## config.mk

```make
export PLATFORM = sky130hd
export DESIGN_NAME = ptp_cfg_seq
export DESIGN_NICKNAME = d
export VERILOG_FILES = /design/src/rtl/ptp_cfg_seq.sv
export SDC_FILE = /design/constraint.sdc
export NUM_CORES = 1
export LEC_CHECK = 0
export CORE_UTILIZATION = 45
export DETAILED_ROUTE_END_ITERATION = 7
export GPL_TIMING_DRIVEN = 0
export PLACE_DENSITY = 0.78
export SLEW_MARGIN = 20
export SYNTH_ARGS = -nofsm -noshare
export SYNTH_HDL_FRONTEND = slang
export SYNTH_SLANG_ARGS = --single-unit
```

## constraint.sdc

```tcl
create_clock -name bus2ip_clk -period 4.9 [get_ports bus2ip_clk]
set_clock_uncertainty 0.05 [all_clocks]
set_input_delay 0.98 -clock bus2ip_clk [delete_from_list [all_inputs] [get_ports bus2ip_clk]]
set_output_delay 0.98 -clock bus2ip_clk [all_outputs]
set_load 0.01 [all_outputs]
```

## src/rtl/ptp_cfg_seq.sv

```systemverilog
// ptp_cfg_seq: PTP core init sequencer sharing the core register bus with a host port
module ptp_cfg_seq #(
    parameter logic [31:0] TSU_CFG_VAL   = 32'h0000_0001,
    parameter logic [31:0] TICK_INC_VAL  = 32'h1999_999a,
    parameter logic [31:0] NS_OFST_VAL   = 32'h1234_5678,
    parameter logic [47:0] SC_OFST_VAL   = 48'h3ccc_cccc_cccc,
    parameter logic [15:0] TMO_CYC       = 16'd1024,
    parameter logic [7:0]  TSU_BLK_ADDR  = 8'h01,
    parameter logic [7:0]  RTC_BLK_ADDR  = 8'h02,
    parameter logic [7:0]  TSU_CFG_ADDR  = 8'h00,
    parameter logic [7:0]  RTC_CTL_ADDR  = 8'h00,
    parameter logic [7:0]  TICK_INC_ADDR = 8'h04,
    parameter logic [7:0]  NS_OFST_ADDR  = 8'h08,
    parameter logic [7:0]  SC_OFST_ADDR0 = 8'h0c,
    parameter logic [7:0]  SC_OFST_ADDR1 = 8'h10
) (
    input  logic        bus2ip_clk,
    input  logic        bus2ip_rst,
    input  logic        start_i,
    input  logic        master_i,
    input  logic        host_req_i,
    input  logic        host_wr_i,
    input  logic [15:0] host_addr_i,
    input  logic [31:0] host_wdata_i,
    output logic        host_ack_o,
    output logic [31:0] host_rdata_o,
    output logic        reg_req_o,
    output logic        reg_wr_o,
    output logic [15:0] reg_addr_o,
    output logic [31:0] reg_wdata_o,
    input  logic        reg_ack_i,
    input  logic [31:0] reg_rdata_i,
    output logic        seq_busy_o,
    output logic        seq_done_o,
    output logic        seq_err_o
);
    typedef enum logic [2:0] {IDLE, ISSUE, WAIT, GAP, DONE, ERR} state_t;

    state_t      state_q, state_d;
    logic [2:0]  step_q, step_d;
    logic [15:0] tmo_q, tmo_d;
    logic        master_q, master_d, start_pend_q, start_pend_d, host_busy_q, host_busy_d;
    logic        reg_req_q, reg_req_d, reg_wr_q, reg_wr_d, host_ack_q, host_ack_d;
    logic [15:0] reg_addr_q, reg_addr_d;
    logic [31:0] reg_wdata_q, reg_wdata_d, host_rdata_q, host_rdata_d;
    logic        seq_done_q, seq_done_d, seq_err_q, seq_err_d;
    logic [15:0] step_addr;
    logic [31:0] step_data;
    logic        go, ack;
    logic [2:0]  last_step;

    assign go         = (start_i | start_pend_q) & ~host_busy_q;
    assign ack        = reg_ack_i & reg_req_q;
    assign last_step  = master_q ? 3'd5 : 3'd1;
    assign seq_busy_o = (state_q == ISSUE) || (state_q == WAIT) || (state_q == GAP);
    assign reg_req_o    = reg_req_q;
    assign reg_wr_o     = reg_wr_q;
    assign reg_addr_o   = reg_addr_q;
    assign reg_wdata_o  = reg_wdata_q;
    assign host_ack_o   = host_ack_q;
    assign host_rdata_o = host_rdata_q;
    assign seq_done_o   = seq_done_q;
    assign seq_err_o    = seq_err_q;

    // Address/data of the current init step
    always_comb begin
        step_addr = {RTC_BLK_ADDR, RTC_CTL_ADDR};
        step_data = 32'h0000_0001;
        case (step_q)
            3'd0: begin step_addr = {TSU_BLK_ADDR, TSU_CFG_ADDR};  step_data = TSU_CFG_VAL; end
            3'd1: begin step_addr = {RTC_BLK_ADDR, TICK_INC_ADDR}; step_data = TICK_INC_VAL; end
            3'd2: begin step_addr = {RTC_BLK_ADDR, NS_OFST_ADDR};  step_data = NS_OFST_VAL; end
            3'd3: begin step_addr = {RTC_BLK_ADDR, SC_OFST_ADDR0}; step_data = {16'h0000, SC_OFST_VAL[47:32]}; end
            3'd4: begin step_addr = {RTC_BLK_ADDR, SC_OFST_ADDR1}; step_data = SC_OFST_VAL[31:0]; end
            default: ;
        endcase
    end

    // Sequencer FSM plus host pass-through when the sequencer is not running
    always_comb begin
        state_d      = state_q;
        step_d       = step_q;
        tmo_d        = tmo_q;
        master_d     = master_q;
        start_pend_d = start_pend_q;
        host_busy_d  = host_busy_q;
        reg_req_d    = reg_req_q;
        reg_wr_d     = reg_wr_q;
        reg_addr_d   = reg_addr_q;
        reg_wdata_d  = reg_wdata_q;
        host_ack_d   = 1'b0;
        host_rdata_d = 32'h0;
        seq_done_d   = seq_done_q;
        seq_err_d    = seq_err_q;
        case (state_q)
            IDLE, DONE, ERR: begin
                if (start_i) master_d = master_i;
                if (start_i && host_busy_q) start_pend_d = 1'b1;
                if (go) begin
                    state_d      = ISSUE;
                    step_d       = 3'd0;
                    start_pend_d = 1'b0;
                    seq_done_d   = 1'b0;
                    seq_err_d    = 1'b0;
                end else if (host_busy_q) begin
                    if (ack) begin
                        reg_req_d    = 1'b0;
                        host_busy_d  = 1'b0;
                        host_ack_d   = 1'b1;
                        host_rdata_d = reg_wr_q ? 32'h0 : reg_rdata_i;
                    end
                end else if (host_req_i && !host_ack_q) begin
                    reg_req_d   = 1'b1;
                    reg_wr_d    = host_wr_i;
                    reg_addr_d  = host_addr_i;
                    reg_wdata_d = host_wdata_i;
                    host_busy_d = 1'b1;
                end
            end
            ISSUE: begin
                reg_req_d   = 1'b1;
                reg_wr_d    = 1'b1;
                reg_addr_d  = step_addr;
                reg_wdata_d = step_data;
                tmo_d       = 16'h0;
                state_d     = WAIT;
            end
            WAIT: begin
                if (ack) begin
                    reg_req_d = 1'b0;
                    state_d   = GAP;
                end else if (tmo_q == TMO_CYC - 16'd1) begin
                    reg_req_d = 1'b0;
                    seq_err_d = 1'b1;
                    state_d   = ERR;
                end else begin
                    tmo_d = tmo_q + 16'd1;
                end
            end
            GAP: begin
                if (step_q == last_step) begin
                    seq_done_d = 1'b1;
                    state_d    = DONE;
                end else begin
                    step_d  = step_q + 3'd1;
                    state_d = ISSUE;
                end
            end
            default: state_d = IDLE;
        endcase
    end

    // State and registered outputs; reset abandons any in-flight access
    always_ff @(posedge bus2ip_clk or posedge bus2ip_rst) begin
        if (bus2ip_rst) begin
            state_q      <= IDLE;
            step_q       <= 3'd0;
            tmo_q        <= 16'h0;
            master_q     <= 1'b0;
            start_pend_q <= 1'b0;
            host_busy_q  <= 1'b0;
            reg_req_q    <= 1'b0;
            reg_wr_q     <= 1'b0;
            reg_addr_q   <= 16'h0;
            reg_wdata_q  <= 32'h0;
            host_ack_q   <= 1'b0;
            host_rdata_q <= 32'h0;
            seq_done_q   <= 1'b0;
            seq_err_q    <= 1'b0;
        end else begin
            state_q      <= state_d;
            step_q       <= step_d;
            tmo_q        <= tmo_d;
            master_q     <= master_d;
            start_pend_q <= start_pend_d;
            host_busy_q  <= host_busy_d;
            reg_req_q    <= reg_req_d;
            reg_wr_q     <= reg_wr_d;
            reg_addr_q   <= reg_addr_d;
            reg_wdata_q  <= reg_wdata_d;
            host_ack_q   <= host_ack_d;
            host_rdata_q <= host_rdata_d;
            seq_done_q   <= seq_done_d;
            seq_err_q    <= seq_err_d;
        end
    end
endmodule

```

==> results.sh, run 1 <==
export IMPL_cts_setup_buffers=0
export IMPL_setup_tns_ns=0
export IMPL_gr_total_overflow=0
export IMPL_start_util_pct=46.18
export IMPL_crit_path_cell_trace="clkdlybuf4s50_1 > or4b_4 > nor3_2 > buf_2 > nand2_1 > a31oi_1"
export IMPL_cp_required_ns=5.15
export IMPL_cpLargestDelayFamily="simple AND/OR/NAND/NOR gates"
export IMPL_insertedDiodeCount=0
export IMPL_max_stage_delay_ns=0.67
export IMPL_cp_num_buf_inv=2
export IMPL_cp_arrival_ns=3.28
export IMPL_gp_congestion=0.8677
export IMPL_viasPerCell=5.218
export IMPL_routed_wl_um=12700
export IMPL_cts_tree="yes"
export IMPL_synth_main_ff_cell="dfrtp_1"
export IMPL_numCtsBuffers=9
export IMPL_portBuffers=172
export IMPL_power_density_mw_per_mm2=504.3
export IMPL_synth_net_count=579
export IMPL_clockBufferDepth=2
export IMPL_synth_avg_cell_area_um2=9.721
export IMPL_period_share_pct=61.71
export IMPL_initialDrtViolationCount=214
export IMPL_design_area_mm2=0.006842
export IMPL_syn_cell_area_mm2=0.004725
export IMPL_grt_antenna_before_repair=0
export IMPL_path_clk_slew_ns=0.11
export IMPL_status="finished, final reports clean"
export IMPL_die_w_um=104.5
export IMPL_crit_fanout=10
export IMPL_hold_buffers=0
export IMPL_setup_violations=0
export IMPL_async_flop_share_pct=100.0
export IMPL_ios=173
export IMPL_grt_usage_pct=24.24
export IMPL_first_global_vias=4265
export IMPL_hpwlAfterDp_um=9456
export IMPL_die_area_mm2=0.01091
export IMPL_synth_warnings=0
export IMPL_crit_type="in2reg"
export IMPL_cts_sinks=110
export IMPL_cts_resized_gates=0
export IMPL_die_h_um=104.5
export IMPL_root_buffer="clkbuf_8"
export IMPL_antenna_left=0
export IMPL_clk_latency_ns=0.38
export IMPL_cp_slowest_cell="nor3_2"
export IMPL_worst_slack_ns=1.876
export IMPL_drtPass1Iterations=5
export IMPL_fin_hold_ws_ns=0.4399
export IMPL_htreeDepth=3
export IMPL_rsz0062_at_grt="false"
export IMPL_irDropWorstVdd_mv=0.2099
export IMPL_pre_cts_ws_ns=1.506
export IMPL_final_hold_viol_count=0
export IMPL_ys_types=39
export IMPL_grt_first_pass_wirelength_um=20910
export IMPL_grt_max_degree=83
export IMPL_synth_edff_count=0
export IMPL_core_area_mm2=0.01023
export IMPL_worst_pin_slew_ns=0.8766
export IMPL_worst_slew_margin_rel_pct=41.56
export IMPL_netlist_instances=486
export IMPL_ys_seq_area_share_pct=58.26
export IMPL_drc=0
export IMPL_num_nets_final=763
export IMPL_yosys_register_bits=110
export IMPL_fmax_mhz=330.7
export IMPL_num_rows=37
export IMPL_crit_path_start_kind="primary input"
export IMPL_avgRoutedWirePerCell_um=15.66
export IMPL_drv_slew=0
export IMPL_worst_setup_path_end_kind="register"
export IMPL_syn_to_final_growth_pct=44.81
export IMPL_p_total_mw=3.450
export IMPL_fin_crit_ns=3.024
export IMPL_vias=4232
export IMPL_layout_drive_gt1_share_pct=4.741
export IMPL_dpl_cell_area_mm2=0.006649
export IMPL_cap_violations=0
export IMPL_min_path_type="reg2reg"
export IMPL_power_leakage_nw=2.967
[layout by cell type, fill, tap and decap left out, types with 2 or more instances in the layout]
cell type and count:
o21ai_1 2, nand2_1 95, o21a_1 2, nand2b_1 3
o211ai_1 4, or2_2 2, and2_1 37, buf_2 4
clkinvlp_4 2, inv_1 6, mux2i_1 3, dfrtp_1 110
or3_1 4, or3b_2 2, nor3_1 3, nor2b_1 4
inv_6 2, o22a_1 5, clkinv_4 2, nor2_1 42
a21oi_1 29, o21ai_0 35, clkbuf_8 11, ha_1 6
o31ai_1 12, and3_1 8, clkbuf_1 18, clkdlybuf4s50_1 172
and4_1 2, a31oi_1 23, nand3_1 11
[kinds of logic after synthesis]
family	count (synthesis)	share of synthesized area, %
compound gates	117	14.70
xor+xnor	1	0.1854
fa+ha+maj	6	1.589
buf+inv	31	2.807
flops	110	58.26
mux	4	0.8739
simple gates	217	21.58
[cell type report]
| class | count | area (um2) |
|---|---|---|
| fill | 839 | 3390 |
| sequential | 110 | 2753 |
| multi-input combinational | 345 | 1839 |
| timing repair buffer | 173 | 1749 |
| tap | 136 | 170.2 |
| clock buffer | 11 | 151.4 |
| buffer | 24 | 106.4 |
| clock inverter | 5 | 41.29 |
| inverter | 7 | 31.28 |
[state kept, by name (all words and copies together) (netlist names)]
signal        flops
seq_done_o        1
reg_wr_o          1
start_pend_q      1
host_rdata_o     32
tmo_q            16
host_busy_q       1
reg_req_o         1
reg_addr_o       16
master_q          1
step_q            3
reg_wdata_o      32
seq_err_o         1
state_q           3
host_ack_o        1
[Yosys cell counts, types with 2 or more instances]
| cell | instances | area, um2 |
|---|---|---|
| a21oi_1 | 29 | 145.1 |
| nor3_1 | 3 | 15.01 |
| o22a_1 | 5 | 43.79 |
| nor2_1 | 42 | 157.7 |
| and4_1 | 2 | 17.52 |
| nor2b_1 | 4 | 25.02 |
| o31ai_1 | 12 | 90.09 |
| nand3_1 | 11 | 55.05 |
| a31oi_1 | 23 | 143.9 |
| or3_1 | 4 | 25.02 |
| and3_1 | 8 | 50.05 |
| dfrtp_1 | 110 | 2753 |
| or3b_2 | 2 | 17.52 |
| nand2b_1 | 3 | 18.77 |
| clkbuf_1 | 18 | 67.56 |
| ha_1 | 6 | 75.07 |
| buf_2 | 4 | 20.02 |
| o211ai_1 | 4 | 30.03 |
| and2_1 | 37 | 231.5 |
| inv_1 | 7 | 26.28 |
| nand2_1 | 95 | 356.6 |
| or2_2 | 2 | 12.51 |
| o21ai_1 | 2 | 10.01 |
| o21a_1 | 2 | 15.01 |
| mux2i_1 | 3 | 30.03 |
| o21ai_0 | 35 | 175.2 |
[layer usage]
metal | GRT usage, % | wire length, um
met4 | 9.796 | 274
met2 | 40.59 | 6089
met1 | 29.84 | 5219
met5 | 0 | 0
met3 | 6.203 | 1113
[power by group]
group / leakage, nW / internal, mW / total (mW) / switching [mW]
clock network: 0.0922 / 0.217 / 0.532 / 0.316
registers: 1.43 / 1.18 / 1.34 / 0.162
logic: 1.44 / 0.774 / 1.58 / 0.806
total: 2.97 / 2.17 / 3.45 / 1.28
[worst register-to-register path, stage by stage (launching register included)]
cell and delay (ns):
dfrtp_1 0.42, or4b_4 0.57, nor3_2 0.67, buf_2 0.36, nand2_1 0.09, a31oi_1 0.18
[through the flow]
stage / std cells / util (%)
2_1_floorplan: 486 / -
3_3_place_gp: 794 / 64.67
3_5_place_dp: 795 / 64.99
4_1_cts: 811 / 66.87
5_1_grt: 811 / 66.87
6_report: 811 / 66.87
[path summary, 6_finish.rpt]
path                                   start                to  slack, ns  cells after the start
worst max register to register  start_pend_q    reg_wdata_o[1]       2.49                      5
max in group asynchronous         bus2ip_rst    reg_wdata_o[3]       3.23                      3
min in group asynchronous         bus2ip_rst  host_rdata_o[26]       0.88                      2
worst max-delay path                 start_i    reg_wdata_o[1]       1.88                      6
worst min register to register      tmo_q[9]          tmo_q[9]       0.44                      1
worst min-delay path                tmo_q[9]          tmo_q[9]       0.44                      1
(Power assumes the default switching activity.)
==> run 2, diff against run 1 <==
Settings changed: CORE_UTILIZATION 45 to 40, PLACE_DENSITY 0.78 to 0.73.
Clock period 4.9 ns to 2.7 ns, I/O delays scaled along.
==> run 2 against run 1 <==
First-iteration DRC count grew 61%; global-route usage shrank 3.2 points; critical endpoint is now seq_busy_o; design area grew 2.6%; non-clock buffer count grew 2; setup slack lost 1.6 ns; cell count grew 1.1%; clock-buffer cell count shrank 1; core utilization shrank 5.7 points; clock power grew to 2.7 times the previous value.
==> results.sh, run 2 (synthesized netlist as in run 1, its figures left out) <==
export IMPL_syn_to_final_growth_pct=48.54
export IMPL_drv_slew=0
export IMPL_routed_wl_um=12720
export IMPL_fin_hold_ws_ns=0.4327
export IMPL_cts_tree="yes"
export IMPL_worst_pin_slew_ns=0.8337
export IMPL_swShare_pct=35.01
export IMPL_irDropWorstVdd_mv=0.5421
export IMPL_drc=0
export IMPL_final_hold_viol_count=0
export IMPL_crit_type="reg2out"
export IMPL_hold_buffers=0
export IMPL_portBuffers=172
export IMPL_crit_top_cell="nor2_1"
export IMPL_initialDrtViolationCount=345
export IMPL_first_global_vias=4278
export IMPL_worst_slack_ns=0.2347
export IMPL_crit_path_start_kind="register"
export IMPL_grt_max_degree=35
export IMPL_numCtsBuffers=9
export IMPL_gp_congestion=0.8399
export IMPL_cts_resized_gates=0
export IMPL_grt_antenna_before_repair=0
export IMPL_power_frac_clock_pct=21.1
export IMPL_setup_violations=0
export IMPL_core_area_mm2=0.01147
export IMPL_die_h_um=110.7
export IMPL_period_share_pct=91.31
export IMPL_die_w_um=110.7
export IMPL_cp_slowest_cell="clkdlybuf4s50_1"
export IMPL_fin_util_pct=61.20
export IMPL_fmax_mhz=405.6
export IMPL_p_int_mw=4.385
export IMPL_crit_path_cell_trace="clkbuf_1 > nor2_1 > nor2_1 > clkdlybuf4s50_1"
export IMPL_min_path_type="reg2reg"
export IMPL_worst_slew_margin_rel_pct=44.42
export IMPL_cts_setup_buffers=0
export IMPL_max_stage_delay_ns=0.57
export IMPL_layout_commonest_cell="clkdlybuf4s50_1"
export IMPL_ios=173
export IMPL_layout_drive_gt1_share_pct=5.022
export IMPL_htreeDepth=3
export IMPL_avgRoutedWirePerCell_um=15.51
export IMPL_power_density_mw_per_mm2=961.4
export IMPL_cp_arrival_ns=1.88
export IMPL_pwr_share_comb_pct=42.9
export IMPL_num_rows=39
export IMPL_worst_setup_path_end_kind="primary output"
export IMPL_grt_first_pass_wirelength_um=20700
export IMPL_hpwlAfterDp_um=9559
export IMPL_status="finished, final reports clean"
export IMPL_clk_latency_ns=0.34
export IMPL_cp_required_ns=2.11
export IMPL_rsz0062_at_grt="false"
export IMPL_grt_usage_pct=21.07
export IMPL_seq_power_share_pct=36.0
export IMPL_cts_sinks=110
export IMPL_num_nets_final=765
export IMPL_crit_fanout=10
export IMPL_insertedDiodeCount=0
export IMPL_fin_crit_ns=2.465
export IMPL_drtPass1Iterations=5
export IMPL_final_cell_mix="clkdlybuf4s50_1 (172), dfrtp_1 (110), nand2_1 (95)"
export IMPL_path_clk_slew_ns=0.07
export IMPL_gr_total_overflow=0
export IMPL_power_leakage_nw=3.048
export IMPL_antenna_left=0
export IMPL_p_switching_mw=2.362
export IMPL_start_util_pct=41.20
export IMPL_cap_violations=0
export IMPL_clockBufferDepth=2
export IMPL_pre_cts_ws_ns=-0.3092
export IMPL_vias=4261
export IMPL_die_area_mm2=0.01225
export IMPL_viasPerCell=5.196
export IMPL_root_buffer="clkbuf_16"
==> run 2: final timing paths <==
path | cells past startpoint | slack [ns] | start | end
worst min-delay path | 1 | 0.43 | tmo_q[15] | tmo_q[15]
worst max-delay path | 4 | 0.23 | state_q[1] | seq_busy_o
worst max register to register | 5 | 0.45 | state_q[0] | reg_addr_o[10]
max in group asynchronous | 4 | 1.31 | bus2ip_rst | reg_wdata_o[6]
worst min register to register | 1 | 0.43 | tmo_q[15] | tmo_q[15]
min in group asynchronous | 2 | 0.53 | bus2ip_rst | reg_addr_o[0]
==> run 2: routing by layer <==
| layer | vias to the layer above | share of wire [%] | track usage, % |
|---|---|---|---|
| met3 | 15 | 8.2 | 5.413 |
| met4 | 0 | 1.7 | 8.444 |
| met1 | 2025 | 44 | 26.88 |
| met5 | - | 0 | 0 |
| met2 | 188 | 47 | 34.29 |
| li1 | 2033 | - | - |
==> run 2: layout make-up <==
| cell class | count | area [um2] |
|---|---|---|
| multi-input cells | 345 | 1846 |
| fillers | 990 | 4449 |
| clock buffers | 10 | 239.0 |
| flip-flops and latches | 110 | 2753 |
| well taps | 143 | 178.9 |
| plain buffers | 24 | 106.4 |
| clock inverters | 6 | 83.83 |
| repair buffers | 175 | 1782 |
| inverters | 7 | 30.03 |
==> run 2: critical path, delay by kind of cell (launching register included) <==
| family | cells | cell delay, ns |
|---|---|---|
| DFF | 1 | 0.40 |
| and+or+nand+nor | 2 | 0.19 |
| buffers and inverters | 2 | 0.94 |
==> run 2: power by group through the flow <==
stage / clock network, mW / registers (mW) / logic (mW)
after floorplan: 0 / 2.61 / 1.31
after global placement: 0 / 2.43 / 2.80
after detailed placement: 0 / 2.46 / 2.88
after CTS: 1.45 / 2.43 / 2.90
after global routing: 1.50 / 2.48 / 3.17
final: 1.42 / 2.43 / 2.89
==> run 2: metrics by stage <==
step           instance area [um2]  TNS, ns  std cells  power [mW]
3_5_place_dp                  6689   -6.997        804       5.335
4_1_cts                       7012        0        820       6.774
2_1_floorplan                 4728        0        486       3.912
6_report                      7018        0        820       6.747
3_3_place_gp                  6629   -33.85        801       5.229
5_1_grt                       7018        0        820       7.159
